--- src/rtl/fir_pkg.sv ---
// Shared FIR datapath definitions: widths, tap count and signed data typedefs.
// Latency: n/a (package).
// Backpressure: n/a (package).
//
// The control unit sizes its tap address from TAPS here, so the MAC window
// length and the address range can never drift apart.
package fir_pkg;

    localparam int DATA_W = 8;                                 // sample width
    localparam int COEF_W = 8;                                 // coefficient width
    localparam int TAPS   = 8;                                 // products per output
    localparam int ACC_W  = DATA_W + COEF_W + $clog2(TAPS);    // overflow-free sum
    localparam int SHIFT  = 7;                                 // coefficient fraction bits
    localparam int OUT_W  = 8;                                 // output width

    localparam int PROD_W = DATA_W + COEF_W;
    localparam int ADDR_W = $clog2(TAPS);                      // control unit address width
    localparam int CNT_W  = $clog2(TAPS + 1);                  // must be able to hold TAPS

    typedef logic signed [DATA_W-1:0] sample_t;
    typedef logic signed [COEF_W-1:0] coef_t;
    typedef logic signed [PROD_W-1:0] prod_t;
    typedef logic signed [ACC_W-1:0]  acc_t;
    typedef logic signed [OUT_W-1:0]  out_t;

endpackage

--- src/rtl/fir_round_sat.sv ---
// Round-half-up arithmetic right shift followed by saturation to OUT_W bits.
// Latency: 0 cycles (purely combinational).
// Backpressure: none; output follows the input every cycle.
//
// Ports:
//   sum_in  in   ACC_W  signed accumulator value
//   res_out out  OUT_W  signed rounded and saturated result
module fir_round_sat #(
    parameter int ACC_W = fir_pkg::ACC_W,
    parameter int SHIFT = fir_pkg::SHIFT,
    parameter int OUT_W = fir_pkg::OUT_W
) (
    input  logic signed [ACC_W-1:0] sum_in,
    output logic signed [OUT_W-1:0] res_out
);

    // One guard bit so adding the rounding constant can never wrap.
    localparam int EXT_W = ACC_W + 1;

    // Half an LSB of the shifted result; evaluates to zero when SHIFT == 0,
    // which turns rounding off without a separate code path.
    localparam logic signed [EXT_W-1:0] HALF  = EXT_W'((1 << SHIFT) >> 1);
    localparam logic signed [EXT_W-1:0] MAX_E = EXT_W'((1 << (OUT_W - 1)) - 1);
    // Bitwise inverse of 0..0111 is 1..1000, the most negative OUT_W value.
    localparam logic signed [EXT_W-1:0] MIN_E = ~MAX_E;

    logic signed [EXT_W-1:0] sum_ext;
    logic signed [EXT_W-1:0] biased;
    logic signed [EXT_W-1:0] shifted;

    always_comb begin
        sum_ext = EXT_W'(sum_in);
        biased  = sum_ext + HALF;
        // Arithmetic shift floors, so floor(x + 0.5) gives round half toward +inf.
        shifted = biased >>> SHIFT;

        if (shifted > MAX_E) begin
            res_out = OUT_W'(MAX_E);
        end else if (shifted < MIN_E) begin
            res_out = OUT_W'(MIN_E);
        end else begin
            res_out = OUT_W'(shifted);
        end
    end

endmodule

--- src/rtl/fir_mac.sv ---
// FIR multiply-accumulate stage: sums TAPS signed products per window, then rounds/saturates.
// Latency: tap-0 strobe in cycle C0, back-to-back taps -> y/valid_out in cycle C0+TAPS+2.
// Backpressure: none; accepts one tap per cycle, en gaps simply stall the window in place.
//
// Ports:
//   clock      in   1       system clock, rising edge
//   reset      in   1       asynchronous active-high reset
//   en         in   1       tap strobe; the memory read for this tap is issued this cycle
//   mac_init   in   1       with en: this tap opens a new window (aborts any open one)
//   coeff      in   COEF_W  ROM data, valid the cycle after the en that addressed it
//   sample     in   DATA_W  RAM data, valid the cycle after the en that addressed it
//   y          out  OUT_W   filtered sample, held between updates
//   valid_out  out  1       one-cycle pulse when y updates
//   busy       out  1       high from first accepted tap through the valid_out cycle
module fir_mac #(
    parameter int DATA_W = fir_pkg::DATA_W,
    parameter int COEF_W = fir_pkg::COEF_W,
    parameter int TAPS   = fir_pkg::TAPS,
    parameter int ACC_W  = DATA_W + COEF_W + $clog2(TAPS),
    parameter int SHIFT  = fir_pkg::SHIFT,
    parameter int OUT_W  = fir_pkg::OUT_W
) (
    input  logic                     clock,
    input  logic                     reset,
    input  logic                     en,
    input  logic                     mac_init,
    input  logic signed [COEF_W-1:0] coeff,
    input  logic signed [DATA_W-1:0] sample,
    output logic signed [OUT_W-1:0]  y,
    output logic                     valid_out,
    output logic                     busy
);

    localparam int PROD_W = DATA_W + COEF_W;
    localparam int CNT_W  = $clog2(TAPS + 1);
    localparam logic [CNT_W-1:0] CNT_LAST = CNT_W'(TAPS);
    localparam logic [CNT_W-1:0] CNT_ONE  = CNT_W'(1);

    // ------------------------------------------------------------------
    // State
    // ------------------------------------------------------------------
    // Stage 0: strobes delayed to line up with synchronous memory data.
    logic en_d1_q,   en_d1_d;
    logic init_d1_q, init_d1_d;
    // Stage 1: product register plus strobes.
    logic en_d2_q,   en_d2_d;
    logic init_d2_q, init_d2_d;
    logic signed [PROD_W-1:0] prod_q, prod_d;
    // Stage 2: accumulator and window tracking.
    logic signed [ACC_W-1:0]  acc_q, acc_d;
    logic [CNT_W-1:0]         tap_cnt_q, tap_cnt_d;
    logic                     active_q, active_d;
    // Output registers.
    logic signed [OUT_W-1:0]  y_q, y_d;
    logic                     valid_q, valid_d;
    logic                     busy_q, busy_d;

    // ------------------------------------------------------------------
    // Combinational helpers
    // ------------------------------------------------------------------
    logic signed [ACC_W-1:0]  prod_ext;
    logic signed [ACC_W-1:0]  acc_next;
    logic [CNT_W-1:0]         cnt_next;
    logic                     take;
    logic                     done;
    logic signed [OUT_W-1:0]  y_rnd;

    // The rounder sees the sum including the product being accumulated this
    // cycle, so y registers on the same edge as the final accumulation.
    fir_round_sat #(
        .ACC_W (ACC_W),
        .SHIFT (SHIFT),
        .OUT_W (OUT_W)
    ) u_round_sat (
        .sum_in  (acc_next),
        .res_out (y_rnd)
    );

    always_comb begin
        // Stage 0
        en_d1_d   = en;
        init_d1_d = en & mac_init;

        // Stage 1: product only loads on a real tap so bubbles leave it alone.
        en_d2_d   = en_d1_q;
        init_d2_d = init_d1_q;
        prod_d    = en_d1_q ? PROD_W'(sample * coeff) : prod_q;

        // Stage 2
        prod_ext = ACC_W'(prod_q);
        // A new window restarts from the bare product; otherwise keep summing.
        acc_next = init_d2_q ? prod_ext : (acc_q + prod_ext);
        cnt_next = init_d2_q ? CNT_ONE : (tap_cnt_q + CNT_ONE);

        // Strobes arriving with no open window (and no init) are dropped.
        take = en_d2_q & (init_d2_q | active_q);
        done = take & (cnt_next == CNT_LAST);

        acc_d     = acc_q;
        tap_cnt_d = tap_cnt_q;
        active_d  = active_q;
        y_d       = y_q;
        valid_d   = 1'b0;

        if (take) begin
            acc_d     = acc_next;
            tap_cnt_d = cnt_next;
            active_d  = 1'b1;
        end

        if (done) begin
            // Window closes here; the next init may arrive on the very next
            // cycle and is accepted without a stall.
            tap_cnt_d = '0;
            active_d  = 1'b0;
            y_d       = y_rnd;
            valid_d   = 1'b1;
        end

        // busy covers the open window plus the cycle valid_out is shown.
        busy_d = active_d | valid_d;
    end

    // ------------------------------------------------------------------
    // Registers
    // ------------------------------------------------------------------
    always_ff @(posedge clock or posedge reset) begin
        if (reset) begin
            en_d1_q   <= 1'b0;
            init_d1_q <= 1'b0;
            en_d2_q   <= 1'b0;
            init_d2_q <= 1'b0;
            prod_q    <= '0;
            acc_q     <= '0;
            tap_cnt_q <= '0;
            active_q  <= 1'b0;
            y_q       <= '0;
            valid_q   <= 1'b0;
            busy_q    <= 1'b0;
        end else begin
            en_d1_q   <= en_d1_d;
            init_d1_q <= init_d1_d;
            en_d2_q   <= en_d2_d;
            init_d2_q <= init_d2_d;
            prod_q    <= prod_d;
            acc_q     <= acc_d;
            tap_cnt_q <= tap_cnt_d;
            active_q  <= active_d;
            y_q       <= y_d;
            valid_q   <= valid_d;
            busy_q    <= busy_d;
        end
    end

    assign y         = y_q;
    assign valid_out = valid_q;
    assign busy      = busy_q;

endmodule

--- config.mk ---
export PLATFORM = sky130hd
export DESIGN_NAME = fir_mac
export DESIGN_NICKNAME = d
export VERILOG_FILES = /design/src/rtl/fir_pkg.sv /design/src/rtl/fir_round_sat.sv /design/src/rtl/fir_mac.sv
export SDC_FILE = /design/constraint.sdc
export NUM_CORES = 1
export LEC_CHECK = 0
export CORE_MARGIN = 2
export CORE_UTILIZATION = 50
export CTS_CLUSTER_SIZE = 12
export DETAILED_ROUTE_END_ITERATION = 6
export PLACE_DENSITY = 0.68
export SLEW_MARGIN = 30
export SYNTH_ARGS = -nofsm -noshare
export SYNTH_HDL_FRONTEND = slang
export SYNTH_SLANG_ARGS = --single-unit
--- constraint.sdc ---
create_clock -name clock -period 4.2 [get_ports clock]
set_clock_uncertainty 0.05 [all_clocks]
set_input_delay 0.63 -clock clock [delete_from_list [all_inputs] [get_ports clock]]
set_output_delay 0.63 -clock clock [all_outputs]
set_load 0.02 [all_outputs]
# Yosys cells after proc, flatten, opt, wreduce, memory -nomap -nowiden
# Index checks and enable logic that the tools add are counted.
dict set report word_totals {
  reg_bits 54
  in_bits 20
}
dict set report classes {
  multipliers 1
  n_bitwise 5
  order_cmp 2
  eq_ne 1
  reduce_logical 1
  mux 9
  addsub 3
}
# op count
set op_table {}
lappend op_table {{$add A19 B8 Y20 const B} 1}
lappend op_table {{$add A19 B16 Y19} 1}
lappend op_table {{$mux W19} 1}
lappend op_table {{$mul A8 B8 Y16} 1}
lappend op_table {{$mux W8} 2}
lappend op_table {{$gt A13 B8 Y1 const B} 1}
lappend op_table {{$lt A13 B8 Y1 const B} 1}
lappend op_table {{$mux W4} 3}
lappend op_table {{$add A4 B1 Y4 const B} 1}
lappend op_table {{$eq A4 B4 Y1 const B} 1}
lappend op_table {{$and A1 B1 Y1} 3}
lappend op_table {{$mux W1} 3}
lappend op_table {{$or A1 B1 Y1} 2}
lappend op_table {{$reduce_bool A2 Y1} 1}

# Longest topological paths before layout
dict set report depth {
  ltp_word 6
  mapped_depth 21
  mapped_depth_nobuf 21
}

# Hierarchy
# A second synthesis with hierarchy kept.
dict set report unflattened {
  hier_cells 673
  hier_area_um2 6115.9
}
# module instances cells_each area_each_um2 seq_area_each_um2
set modules_own_cells {}
lappend modules_own_cells {fir_mac 1 618 5711.7 1351.3}
lappend modules_own_cells {fir_round_sat 1 55 404.1 0.0}

# Worst setup path after synthesis
# OpenSTA, ideal clock, no wires.
dict set report synth_timing {
  kind {input port to flip-flop}
  from {input port sample[0]}
  to {register prod_q[15]}
  n_path_buf 0
  path_stages 16
  setup_ns 0.125
  path_slack_ns -0.540
  arrival_ns 4.565
  required_ns 4.025
  cell_sequence {nand2b_1 -> fa_1 -> fa_1 -> inv_1 -> fa_1 -> fa_1 -> ha_1 -> inv_1 -> o21ai_0 -> a21oi_1 -> o21ai_0 -> a21oi_1 -> o21ai_0 -> o41ai_1 -> xnor2_1 -> mux2_2}
}
dict set report synth_via {
  elab_chain_len 1
}
# element line_no
set synth_rtl {}
lappend synth_rtl {{from (decl)} fir_mac.sv:28} ;# input logic signed [DATA_W-1:0] sample,
lappend synth_rtl {{$mul A8 B8 Y16} fir_mac.sv:87} ;# prod_d = en_d1_q ? PROD_W'(sample * coeff) : prod_q;
lappend synth_rtl {{to (signal assigned)} fir_mac.sv:145} ;# prod_q <= prod_d;
lappend synth_rtl {{to (decl)} fir_mac.sv:48} ;# logic signed [PROD_W-1:0] prod_q, prod_d;
# No other way between the ends.
# A chain may end at the register's enable or synchronous reset.

# Final worst setup path
dict set report layout_timing {
  from {input port coeff[1]}
  to {register prod_q[14]}
}
dict set report layout_via {
  elab_chain_len 1
}
# element line_no
set layout_rtl {}
lappend layout_rtl {{from (decl)} fir_mac.sv:27} ;# input logic signed [COEF_W-1:0] coeff,
lappend layout_rtl {{$mul A8 B8 Y16} fir_mac.sv:87}
# No other way between the ends.

==> summary.txt <==
Yosys
  • #FFs+latches synth: 54
  • Synth Cell Area: 5920 sq um
  • Post-synth top flop: dfrtp_1
  • Syn nets: 762
  • Distinct cells, synth: 66
  • Largest family of logic cells by synthesized area: adder cells
  • Synthesis Warnings: 0
  • Simple-gate portion of the synthesized area: 16.5%
  • Synth Area in XOR/XNOR: 5.48%
  • Syn_area_per_cell: 9.29 sq um
  • Number of flops mapped to enable cells by yosys: 0
  • Fraction of registers with async set/reset: 100%
  • Seq/Total Area, Yosys: 22.8%
  • Synthesized instance count: 637
  • Mux contribution to synthesized area: 3.13%
  • Complex-gate fraction of the synthesized area: 15.7%
  • Synth Area in Adders: 29.3%

Cells and area
  • Most common cell after layout, fill and taps aside: nand2_1
  • Fraction of final layout cells sized beyond drive strength 1: 25.4%
  • Total Nets Final: 849
  • Most frequent cells in the layout: 78 x nand2_1, 75 x inv_1, 72 x buf_4, 54 x dfrtp_1, 50 x fa_1
  • Layout area overhead: 20.9%
  • Layout fillers: 971
  • Ant diodes: 0
  • Final Non-Filler Cells: 868
  • Multi-input logic area: 4370 sq um
  • Register area: 1350 sq um

STA
  • Setup ws final: -273 ps
  • Slew at the pin closest to its max-slew limit: 746 ps
  • Relative slew slack: 50.3%
  • Period utilization: 107%
  • Unrepaired setup endpoints after global routing: true
  • Final Hold Vio Count: 0
  • Fin crit period: 4470 ps
  • Hold WS: 300 ps
  • Slew Limit Fails: 0
  • Final setup fails: 5
  • Setup TNS: -703 ps
  • Fmax: 0.224 GHz

Floorplan
  • Starting Density: 51.6%
  • I/O pin count: 30
  • CORE AREA: 11500 sq um
  • Rows: 39
  • Die X: 113 microns
  • Die area: 12700 sq um
  • Die H: 113 microns

Placement
  • Placed cell count: 849
  • Post-detail-place hpwl: 10.1 mm
  • Gp weighted congestion: 0.948
  • IO buf count: 29

Critical path
  • Buf+Inv Stages, Crit Path: 5
  • Worst Path Required: 4330 ps
  • Sequence of cells on the critical path: buf_4, buf_4, and2_4, ha_2, fa_1, ha_1, inv_1, fa_1, inv_1, ha_2, inv_2, fa_2, nor2b_4, o21ai_4, a21oi_2, o21ai_2, a21oi_2, o21a_1, nor2_2, o21bai_1, a21oi_1, xnor2_1, mux2_4
  • Worst setup EP type: flip-flop
  • CP max stage cell: fa_1
  • Critical Path Max Stage Delay: 450 ps
  • Crit path max-delay family: adder cells
  • Worst Setup Path Type: in2reg
  • CP Max Fanout: 6
  • Worst Path Arrival: 4600 ps
  • Critical Path Start Type: primary input

CTS
  • Total CTS buffers: 5
  • Worst-Skew Late Latency: 290 ps
  • Longest Clk Path Bufs: 2
  • Number of H-tree levels: 2
  • CTS tree: built
  • # clock sinks: 54
  • Worst-path clk slew: 70 ps
  • Root buffer cell: clkbuf_16

Global routing
  • Total GRT Usage: 20.6%
  • First-pass GRT wire length: 22.0 mm
  • Largest net degree at the start of global routing: 37
  • Total gr overflow: 0
  • Vias in the first global route: 4912
  • Antenna violations before repair: 0

Status
  • Failing checks: negative setup slack
  • Status: complete, but fails checks

Routing
  • WL final: 12.3 mm
  • DR WL/cell: 14.2 microns
  • DR DRC count: 0
  • Number of DRC markers in iteration 0: 221
  • Post-route ant nets: 0
  • Vias per cell: 5.25
  • Vias: 4556
  • Drt pass-1 iters: 5

Power
  • Pleak: 3.36 nW
  • Peak supply drop: 0.000457 V
  • Power density cells: 826 nW/um^2

Min path
  • Worst min path class: reg2reg

Job
  • Total of max-cap violations: 0
==> report_power, final <==
part	total (W)	switching, W	internal [W]
clock	0.000438	0.000183	0.000255
combinational	0.00454	0.00232	0.00222
sequential	0.000928	0.000185	0.000743
total	0.00591	0.00269	0.00322
==> layer usage <==
metal	GRT usage (%)	share of wire, %
met5	0	0
met4	6.59	1.6
met3	2.25	2.4
met2	36.6	51
met1	26.3	45
==> cells by family (layout without fill, tap and decap cells) <==
group	Yosys count	in the layout
compound gates	126	126
simple gates	197	197
flops	54	54
fa+ha+maj	105	105
buf+inv	101	189
mux	17	17
xor+xnor	37	37
==> cells in the mapped netlist (all sizes together), types with 6 or more instances <==
| master | instances | area, sq um |
|---|---|---|
| a21o | 6 | 45.0 |
| nor3 | 6 | 30.0 |
| fa | 56 | 1120 |
| dfrtp | 54 | 1350 |
| ha | 49 | 613 |
| mux2 | 12 | 135 |
| a21oi | 30 | 161 |
| nand3 | 10 | 60.1 |
| inv | 86 | 323 |
| xnor2 | 30 | 263 |
| nand2b | 12 | 75.1 |
| o21ai | 33 | 169 |
| o21a | 6 | 45.0 |
| nor2 | 26 | 97.6 |
| xor2 | 7 | 61.3 |
| nand2 | 78 | 293 |
| a221o | 7 | 73.8 |
| clkbuf | 10 | 57.6 |
| and2 | 46 | 288 |
==> metrics by stage <==
stage	power, W	setup slack (ps)	area, sq um	util [%]
finish	0.00591	-273	7150	62.4
CTS	0.00580	-229	7030	61.3
floorplan	0.00412	-287	6000	-
global route	0.00648	-449	7150	62.4
detailed placement	0.00521	-1140	6790	59.2
global placement	0.00506	-994	6790	59.2
==> repair_timing <==
item | 4_1_cts | 5_1_grt
setup endpoints to repair | 7 | 13
hold buffers | 0 | 0
pin swaps | 43 | 36
buffers inserted | 7 | 4
gates resized for setup | 102 | 22
==> final cells by class <==
cell class | count | share of cell area (%)
Clock inverter | 1 | 0.122
Clock buffer | 7 | 2.13
Timing Repair Buffer | 95 | 10.7
Tap cell | 143 | 2.50
Sequential cell | 54 | 18.9
Multi-Input combinational cell | 482 | 61.1
Inverter | 86 | 4.51
==> final timing paths <==
kind,startpoint,endpoint,slack [ps],cells past startpoint
min reg2reg,init_d1_q,init_d2_q,300,0
min,init_d1_q,init_d2_q,300,0
min in group asynchronous,reset,tap_cnt_q[2],730,2
max,coeff[1],prod_q[14],-270,23
max reg2reg,prod_q[0],y[5],320,19
max in group asynchronous,reset,acc_q[18],2640,3
==> state kept, by name (all words and copies together), names as in the netlist, named ones only <==
name,count
valid_out,1
y,8
tap_cnt_q,4
init_d1_q,1
acc_q,19
prod_q,16
en_d1_q,1
en_d2_q,1
busy,1
init_d2_q,1
==> worst register-to-register path: stages (launching register included) <==
cell and delay, ps:
dfrtp_1 380, ha_1 180, inv_1 60, fa_1 400, nand2b_1 190, a21oi_2 150
nand2b_1 130, xnor2_1 60, o21ai_1 180, ha_2 260, nand3_1 80, o211ai_1 230
nor3b_2 260, nand2b_1 80, o22ai_1 160, xnor2_1 100, o31ai_2 180, a41oi_1 150
buf_4 180, a221o_2 290
No activity file was read; power rests on OpenSTA's default activity.
